## src/rtl/audioport_pkg.sv

```systemverilog
// Shared constants and types for the audio port DSP path.
package audioport_pkg;

  // FIR length per channel; dsp_unit sizes its coefficient and delay-line
  // memories from the same constant.
  localparam int FILTER_TAPS = 32;

  typedef enum logic [2:0] {
    IDLE  = 3'd0,
    SHIFT = 3'd1,
    MAC   = 3'd2,
    SCALE = 3'd3,
    CAPT  = 3'd4,
    DONE  = 3'd5
  } seq_state_t;

  // Control strobes towards the datapath. The tap index and the channel
  // are carried separately because their widths and meaning differ.
  typedef struct packed {
    logic       shift;
    logic       mac_clr;
    logic       mac_en;
    logic       bypass;
    logic       scale;
    logic [1:0] cap;
    logic       tick;
    logic       busy;
  } seq_strobes_t;

  // Pure decode of the sequencer position into datapath strobes.
  function automatic seq_strobes_t decode_strobes(
    input seq_state_t st,
    input logic       tap_zero,
    input logic       chan,
    input logic       filt
  );
    seq_strobes_t s;
    s        = '0;
    s.busy   = (st != IDLE);
    s.bypass = (st != IDLE) && !filt;
    case (st)
      SHIFT: s.shift = 1'b1;
      MAC: begin
        s.mac_en  = 1'b1;
        s.mac_clr = tap_zero;
      end
      SCALE: s.scale = 1'b1;
      CAPT:  s.cap   = chan ? 2'b10 : 2'b01;
      DONE:  s.tick  = 1'b1;
      default: ;
    endcase
    return s;
  endfunction

endpackage

```

## src/rtl/dsp_sequencer.sv

```systemverilog
// Control sequencer for the shared MAC datapath in dsp_unit. Per sample
// tick it walks both channels through shift, FIR MAC, level scaling and
// capture, then announces the finished stereo pair with tick_out.
module dsp_sequencer #(
  parameter int FILTER_TAPS = audioport_pkg::FILTER_TAPS,
  parameter int TAP_W       = $clog2(FILTER_TAPS)
) (
  input  logic             clk,
  input  logic             rst_n,
  input  logic             tick_in,
  input  logic             clr_in,
  input  logic             filter_in,
  output logic             shift_out,
  output logic [TAP_W-1:0] tap_addr_out,
  output logic             chan_out,
  output logic             mac_clr_out,
  output logic             mac_en_out,
  output logic             bypass_out,
  output logic             scale_out,
  output logic [1:0]       cap_out,
  output logic             tick_out,
  output logic             busy_out,
  output logic             overrun_out
);

  import audioport_pkg::*;

  localparam logic [TAP_W-1:0] LAST_TAP = TAP_W'(FILTER_TAPS - 1);

  seq_state_t       state_r, state_nxt;
  logic [TAP_W-1:0] tap_r, tap_nxt;
  logic             chan_r, chan_nxt;
  logic             filt_r, filt_nxt;
  logic             overrun_r, overrun_nxt;
  seq_strobes_t     strb_r, strb_nxt;

  // Next-state logic; strobes are decoded from the next position so that
  // the registered outputs line up with the state they describe.
  always_comb begin
    // NOTE: every signal driven here gets a default first, so no path
    // through the case can leave one unassigned and infer a latch.
    state_nxt   = state_r;
    tap_nxt     = tap_r;
    chan_nxt    = chan_r;
    filt_nxt    = filt_r;
    overrun_nxt = 1'b0;

    if (clr_in) begin
      state_nxt = IDLE;
      tap_nxt   = '0;
      chan_nxt  = 1'b0;
      filt_nxt  = 1'b0;
    end else begin
      // A tick arriving while a run is in flight is dropped and flagged.
      overrun_nxt = tick_in && (state_r != IDLE);

      case (state_r)
        IDLE: begin
          if (tick_in) begin
            state_nxt = SHIFT;
            filt_nxt  = filter_in;
            chan_nxt  = 1'b0;
            tap_nxt   = '0;
          end
        end
        SHIFT: begin
          chan_nxt  = 1'b0;
          state_nxt = filt_r ? MAC : SCALE;
        end
        MAC: begin
          if (tap_r == LAST_TAP) begin
            tap_nxt   = '0;
            state_nxt = SCALE;
          end else begin
            tap_nxt = tap_r + TAP_W'(1);
          end
        end
        SCALE: state_nxt = CAPT;
        CAPT: begin
          if (!chan_r) begin
            chan_nxt  = 1'b1;
            state_nxt = filt_r ? MAC : SCALE;
          end else begin
            state_nxt = DONE;
          end
        end
        DONE: begin
          chan_nxt  = 1'b0;
          state_nxt = IDLE;
        end
        default: begin
          state_nxt = IDLE;
          tap_nxt   = '0;
          chan_nxt  = 1'b0;
        end
      endcase
    end

    strb_nxt = decode_strobes(state_nxt, (tap_nxt == '0), chan_nxt, filt_nxt);
  end

  // Position and output registers; asynchronous reset keeps every strobe
  // low from the moment rst_n falls.
  always_ff @(posedge clk or negedge rst_n) begin
    if (!rst_n) begin
      state_r   <= IDLE;
      tap_r     <= '0;
      chan_r    <= 1'b0;
      filt_r    <= 1'b0;
      overrun_r <= 1'b0;
      strb_r    <= '0;
    end else begin
      // NOTE: non-blocking assignments let every register see the values
      // from before this edge, independent of statement order.
      state_r   <= state_nxt;
      tap_r     <= tap_nxt;
      chan_r    <= chan_nxt;
      filt_r    <= filt_nxt;
      overrun_r <= overrun_nxt;
      strb_r    <= strb_nxt;
    end
  end

  assign shift_out    = strb_r.shift;
  assign tap_addr_out = tap_r;
  assign chan_out     = chan_r;
  assign mac_clr_out  = strb_r.mac_clr;
  assign mac_en_out   = strb_r.mac_en;
  assign bypass_out   = strb_r.bypass;
  assign scale_out    = strb_r.scale;
  assign cap_out      = strb_r.cap;
  assign tick_out     = strb_r.tick;
  assign busy_out     = strb_r.busy;
  assign overrun_out  = overrun_r;

endmodule

```

## config.mk

```make
export PLATFORM = sky130hd
export DESIGN_NAME = dsp_sequencer
export DESIGN_NICKNAME = d
export VERILOG_FILES = /design/src/rtl/audioport_pkg.sv /design/src/rtl/dsp_sequencer.sv
export SDC_FILE = /design/constraint.sdc
export NUM_CORES = 1
export LEC_CHECK = 0
export ABC_AREA = 1
export CORE_MARGIN = 2
export CORE_UTILIZATION = 53
export CTS_CLUSTER_DIAMETER = 120
export DETAILED_ROUTE_END_ITERATION = 16
export PLACE_DENSITY = 0.84
export SETUP_SLACK_MARGIN = 0.5
export SLEW_MARGIN = 5
export SYNTH_ARGS = -nofsm -noshare
export SYNTH_HDL_FRONTEND = slang
export SYNTH_SLANG_ARGS = --single-unit
```

## constraint.sdc

```tcl
create_clock -name clk -period 2.55 [get_ports clk]
set_input_delay 0.6375 -clock clk [delete_from_list [all_inputs] [get_ports clk]]
set_output_delay 0.6375 -clock clk [all_outputs]
set_load 0.05 [all_outputs]
```

==> key figures, run 1 <==
Status
  – Status: complete, no violations

Logic synthesis
  – Cell count after synthesis: 121
  – Leading area contributor after synthesis: dfrtp_1
  – Synth top area cells: dfrtp_1, nand2_1, nand3_1
  – Largest family of logic cells by synthesized area: simple AND/OR/NAND/NOR gates
  – Simple-gate area share of the yosys netlist: 33.5%
  – Yosys cell types: 20
  – Compound-Gate Fraction of Synth Area: 4.83%
  – Ys Warns: 0
  – Post-synthesis adder-cell area fraction: 2.48%
  – Synth Area in XOR/XNOR: 0%
  – Mux contribution to synthesized area: 0%
  – Top-area cell type share of the netlist area: 49.6%
  – Mapped Nets: 128
  – Seq cells post-synth: 20
  – Mean Syn Cell Area: 8.34 µm²
  – Mapped Area: 1010 µm²
  – Sequential area share after synthesis: 49.6%

Clocking
  – Post-CTS resize count: 16
  – CTS tree: built
  – CTS max path bufs: 2
  – Post-CTS Setup Bufs: 0
  – H-tree depth: 1
  – Clk_lat worst skew: 290 ps
  – Clock transition at the registers of the reported paths: 100 ps
  – Num CTS Buffers: 3
  – Clock sinks: 20
  – Clock Tree Root: clkbuf_4
  – Post-CTS Hold Fix Bufs: 0

GRT
  – Initial antenna violation count: 0
  – All-layer global routing usage: 19.8%
  – Vias in the first global route: 730
  – First-pass GRT wire length: 3110 µm
  – Grt total ovfl: 0
  – Largest net degree at the start of global routing: 21

Routing
  – WL met3: 97 µm
  – Vias after detailed routing: 856
  – DR WL/cell: 11.6 µm
  – Top sig layer: met4
  – Number of remaining DRC errors: 0
  – WL final: 1960 µm
  – Pre-antenna DRT Iters: 4
  – Routed met1 length: 912 µm
  – Via density: 5.07
  – Detailed Route Iter0 Violations: 23
  – Post-route ant nets: 0
  – Routed wl met2: 933 µm

Finish
  – Fraction of final layout cells with drive strength greater than 1: 14.6%
  – Fill cells: 160
  – Nets: 153
  – Footprint of the multi-input gates: 412 µm²
  – Area grow syn2layout: 22.8%
  – Total inserted antenna cells: 0
  – Sequential Area: 500 µm²

Worst setup path
  – Max FO, Critical Path: 6
  – Worst EP required: 1910 ps
  – Crit start category: register
  – Worst path bufs/invs: 1
  – Arr. time, crit path: 1290 ps
  – Crit Path Class: register to output port
  – Slowest cell on the critical path: dlygate4sd2_1
  – Max incr delay on CP: 550 ps
  – CP Capture Type: output port
  – Crit path max-delay family: buffers and inverters
  – Reg-to-Reg Start: tap_addr_out[0]
  – Cell Chain, Critical Path: dlygate4sd2_1
  – Origin of the worst setup path: tap_addr_out[0]

Power and ir drop
  – Leakage: 0.757 nW
  – PD cells: 586 nW/µm²
  – Pwr Total: 0.726 mW
  – Max rail drop VDD: 0.613 mV

STA
  – Setup TNS: 0 ps
  – Worst slew pin tran: 495 ps
  – RSZ-0062 raised after global routing: no
  – Final cycle utilization of the critical path: 75.5%
  – Min Clock Period, post-route: 1930 ps
  – Slew Viols, Final: 0
  – Setup Skew: 8.14 ps
  – Max Freq: 519 MHz
  – Rel. slew slack: 67.1%
  – Setup Viol. Count Final: 0
  – Fin. Hold Viols: 0

Floorplan
  – Chip width: 47.6 µm
  – Die footprint: 2270 µm²
  – I/O pin count: 21
  – Initial core utilization: 57.2%
  – Core box area: 1760 µm²
  – Die H: 47.6 µm
  – Row cnt: 15

Placement
  – Gpl congestion: 0.874
  – Count of input and output buffers: 20
  – Hpwl dp: 1480 µm

Hold path
  – Hold_sp: filt_r
  – Hold Crit Class: register to register

Run
  – Max-cap viol count: 0
[path summary, 6_finish.rpt]
check | slack (ps) | depth (start not counted) | end
worst max-delay path | 620 | 1 | tap_addr_out[0]
worst min-delay path | 620 | 4 | filt_r
worst max register to register | 780 | 10 | mac_clr_out
worst min register to register | 620 | 4 | filt_r
max in group asynchronous | 1680 | 2 | mac_clr_out
min in group asynchronous | 660 | 2 | shift_out
[cell families after synthesis]
family          after synthesis
compound gates                6
fa+ha+maj                     2
buf+inv                      24
flops                        20
simple gates                 69
[power breakdown]
part | leakage, nW | internal, mW | switching (mW) | total [mW]
registers | 0.272 | 0.343 | 0.0199 | 0.363
clock network | 0.0138 | 0.0549 | 0.0885 | 0.143
logic | 0.471 | 0.0610 | 0.159 | 0.220
[per-layer routing]
layer	vias up	global-route usage, %
li1	426	-
met1	398	27.7
met2	30	31.4
met3	2	3.77
met4	0	6.49
met5	-	0
[synthesized netlist by cell type]
library cell and n:
a211oi_1 1, a21boi_1 1, buf_6 1, dfrtp_1 20, ha_1 2, inv_1 20, inv_2 3, nand2_1 25
nand2_2 4, nand3_1 18, nand3_2 3, nand4_1 2, nor2_1 10, nor2_2 4, nor2_4 1, o211ai_1 1
o21ai_0 2, o21ai_4 1, or2_1 1, or2_2 1
[cell type report]
type,instances,share of cell area [%]
Inverter,23,6.96
Timing Repair Buffer,21,15.1
Clock buffer,3,1.82
Sequential cell,20,40.4
Tap cell,25,2.52
Multi-Input combinational cell,77,33.2
[stage by stage]
step | util, % | hold slack (ps) | cell area, µm² | setup slack (ps) | instances
4_1_cts | 70.3 | 626 | 1240 | 609 | 169
6_report | 70.3 | 621 | 1240 | 624 | 169
3_3_place_gp | 70.1 | 590 | 1240 | 655 | 166
5_1_grt | 70.3 | 673 | 1240 | 568 | 169
2_1_floorplan | - | 342 | 1010 | 704 | 121
3_5_place_dp | 70.1 | 600 | 1240 | 652 | 166
[sequential cells by signal (all words and copies together) (netlist names)]
signal / count
tick_out: 1
shift_out: 1
chan_out: 1
cap_out: 2
mac_en_out: 1
bypass_out: 1
scale_out: 1
mac_clr_out: 1
busy_out: 1
overrun_out: 1
tap_addr_out: 5
filt_r: 1
state_r: 3
[cells in the final DEF (no fill, tap or decap), drive strengths merged, types with 3 or more instances in the layout]
cell type	synthesis	final
inv	23	23
dfrtp	20	20
clkbuf	0	3
o21ai	3	3
dlygate4sd2	0	16
nand3	21	21
clkdlybuf4s50	0	4
nor2	15	15
nand2	29	29
Power figures use the tool's default switching activity.
==> inputs of run 2 (changes only) <==
Settings changed: CORE_UTILIZATION 53 to 44, PLACE_DENSITY 0.84 to 0.75.
Clock period 2.55 ns to 1.6 ns, I/O delays scaled along.
==> run 2 against run 1 <==
Effect of this change: the run now ends with negative setup slack left; cell area grew 57%; combinational power grew to 3.1 times the previous value; first-iteration DRC count grew 96%; via count grew 32%; critical path depth rose by 10; non-clock buffer count increased by 34; largest power group is now combinational logic; highest routed layer unchanged.
==> key figures, run 2 (synthesis gave the netlist of run 1 again) <==
Status
  – Status: finished, violations left
  – Violated checks: negative setup slack

Clocking
  – Num CTS Buffers: 3 (unchanged)
  – H-tree depth: 1 (unchanged)
  – Clock transition at the registers of the reported paths: 120 ps (+20 ps)
  – Clock Tree Root: clkbuf_4
  – CTS tree: built
  – Clk_lat worst skew: 320 ps (+30 ps)
  – Clock sinks: 20 (unchanged)
  – CTS max path bufs: 2 (unchanged)

GRT
  – Grt total ovfl: 0 (unchanged)
  – First-pass GRT wire length: 4970 µm (+60%)
  – All-layer global routing usage: 25.6% (+5.8 points)
  – Vias in the first global route: 1062 (+45%)
  – Initial antenna violation count: 0 (unchanged)
  – Largest net degree at the start of global routing: 21 (unchanged)

Worst setup path
  – Arr. time, crit path: 1910 ps (+620 ps)
  – Slowest cell on the critical path: dfrtp_2
  – Max FO, Critical Path: 4 (-2)
  – Cell Chain, Critical Path: ha_4 -> nand2_4 -> nor2_4 -> ha_4 -> nand3_2 -> nand2_1 -> inv_1 -> nand3_2 -> nand2_4 -> nand3_2 -> nor2_1
  – Most common cell on crit path: nand3_2
  – Crit start category: register
  – Worst reg2reg setup slack: -70 ps (-850 ps)
  – Max incr delay on CP: 450 ps (-100 ps)
  – CP Capture Type: register
  – Worst EP required: 1840 ps (-70 ps)
  – Crit Path Class: register to register

Routing
  – Via density: 5.46 (+7.8%)
  – WL final: 3880 µm (+98%)
  – Post-route ant nets: 0 (unchanged)
  – Vias after detailed routing: 1130 (+32%)
  – Pre-antenna DRT Iters: 4 (unchanged)
  – Detailed Route Iter0 Violations: 45 (+96%)
  – DR WL/cell: 18.7 µm (+62%)
  – Number of remaining DRC errors: 0 (unchanged)

Power and ir drop
  – Pwr Total: 1.71 mW (+130%)
  – Internal Power: 1.12 mW (+140%)
  – Combinational share of power: 40.0% (+9.7 points)
  – Psw: 0.590 mW (+120%)
  – Leakage: 1.01 nW (+34%)
  – Flop pwr share: 35.1% (-15 points)
  – PD cells: 879 nW/µm² (+50%)
  – Clock power share: 24.8% (+5.1 points)
  – Max rail drop VDD: 1.06 mV (+72%)
  – Switching Fraction: 34.6% (-2.3 points)

Run
  – Max-cap viol count: 0 (unchanged)

Finish
  – Area grow syn2layout: 92.2%
  – Fill cells: 91 (-43%)
  – Fraction of final layout cells with drive strength greater than 1: 57.0% (+42 points)
  – Most frequent cells in the layout: buf_4, nand2_1, buf_12
  – Total inserted antenna cells: 0 (unchanged)
  – Max FFs per register: 5 (unchanged)
  – Nets: 187 (+22%)
  – Commonest non-fill, non-tap cell in the layout: buf_4

STA
  – Max Freq: 600 MHz
  – Rel. slew slack: 82.1% (+15 points)
  – Setup ws final: -66.7 ps (-691 ps)
  – Min Clock Period, post-route: 1670 ps
  – Setup TNS: -222 ps (-222 ps)
  – Fin. Hold Viols: 0 (unchanged)
  – Setup Viol. Count Final: 5 (+5)
  – RSZ-0062 raised after global routing: yes
  – Setup Skew: 11.9 ps (+3.73 ps)
  – Final cycle utilization of the critical path: 104%
  – Slew Viols, Final: 0 (unchanged)
  – Worst slew pin tran: 267 ps (-228 ps)

Floorplan
  – Core box area: 2190 µm² (+24%)
  – I/O pin count: 21 (unchanged)
  – Chip width: 51.9 µm (+8.9%)
  – Row cnt: 17 (+2)
  – Die H: 51.9 µm (+8.9%)
  – Initial core utilization: 46.1% (-11 points)
  – Die footprint: 2690 µm² (+19%)

Hold path
  – Hold Crit Class: primary input to asynchronous set/reset pin

Placement
  – Worst slack at placement: -99.0 ps (-751 ps)
  – Count of input and output buffers: 20 (unchanged)
  – Hpwl dp: 1800 µm (+21%)
  – Gpl congestion: 0.894 (+2.3%)
## run 2: path summary, 6_finish.rpt
path,endpoint,start,cells after the start
max in group asynchronous,state_r[2],rst_n,2
min,mac_en_out,rst_n,2
max reg2reg,cap_out[0],tap_addr_out[1],11
min in group clk,filt_r,filt_r,4
max,cap_out[0],tap_addr_out[1],11
min reg2reg,filt_r,filt_r,4
## run 2: what timing repair did
action | CTS | global route
setup endpoints to repair | 36 | 35
resized for setup | 32 | 16
pin swaps | 11 | 13
hold buffers | 0 | 0
buffers inserted | 17 | 10
cloned | 0 | 0
endpoints found under the hold margin | 0 | 0
## run 2: critical path, delay by kind of cell (launching register included)
| kind | cells | cell delay, ps |
|---|---|---|
| fa+ha+maj | 2 | 340 |
| buf+inv | 1 | 80 |
| flops | 1 | 450 |
| simple gates | 8 | 710 |
## run 2: stage by stage
stage | std cells | hold slack [ps] | util (%) | area, µm²
floorplan | 121 | 104 | - | 1030
global placement | 176 | 600 | 67.3 | 1480
detailed placement | 176 | 610 | 67.3 | 1480
CTS | 197 | 414 | 82.1 | 1800
global route | 207 | 438 | 88.6 | 1940
finish | 207 | 406 | 88.6 | 1940
## run 2: per-layer routing
| metal | vias to the layer above | wire (µm) | part of all wire [%] | global-route usage, % |
|---|---|---|---|---|
| li1 | 494 | - | - | - |
| met4 | 0 | 153 | 3.9 | 8.33 |
| met2 | 57 | 2030 | 52 | 45.8 |
| met3 | 17 | 210 | 5.4 | 3.74 |
| met1 | 562 | 1480 | 38 | 31.5 |
| met5 | - | 0 | 0 | 0 |
## run 2: power groups by stage
stage | clock, mW | sequential (mW) | combinational (mW)
6_report | 0.424 | 0.599 | 0.683
5_1_grt | 0.440 | 0.600 | 0.710
4_1_cts | 0.420 | 0.594 | 0.587
3_5_place_dp | 0 | 0.604 | 0.469
3_3_place_gp | 0 | 0.602 | 0.458
2_1_floorplan | 0 | 0.692 | 0.162
## run 2: area by class of cell
cell class	count	area, µm²	share of cell area (%)
inverters	23	93.8	4.84
multi-input cells	77	561	28.9
well taps	28	35.0	1.81
clock buffers	3	22.5	1.16
repair buffers	55	689	35.5
clock inverters	1	30.0	1.55
flip-flops and latches	20	509	26.2
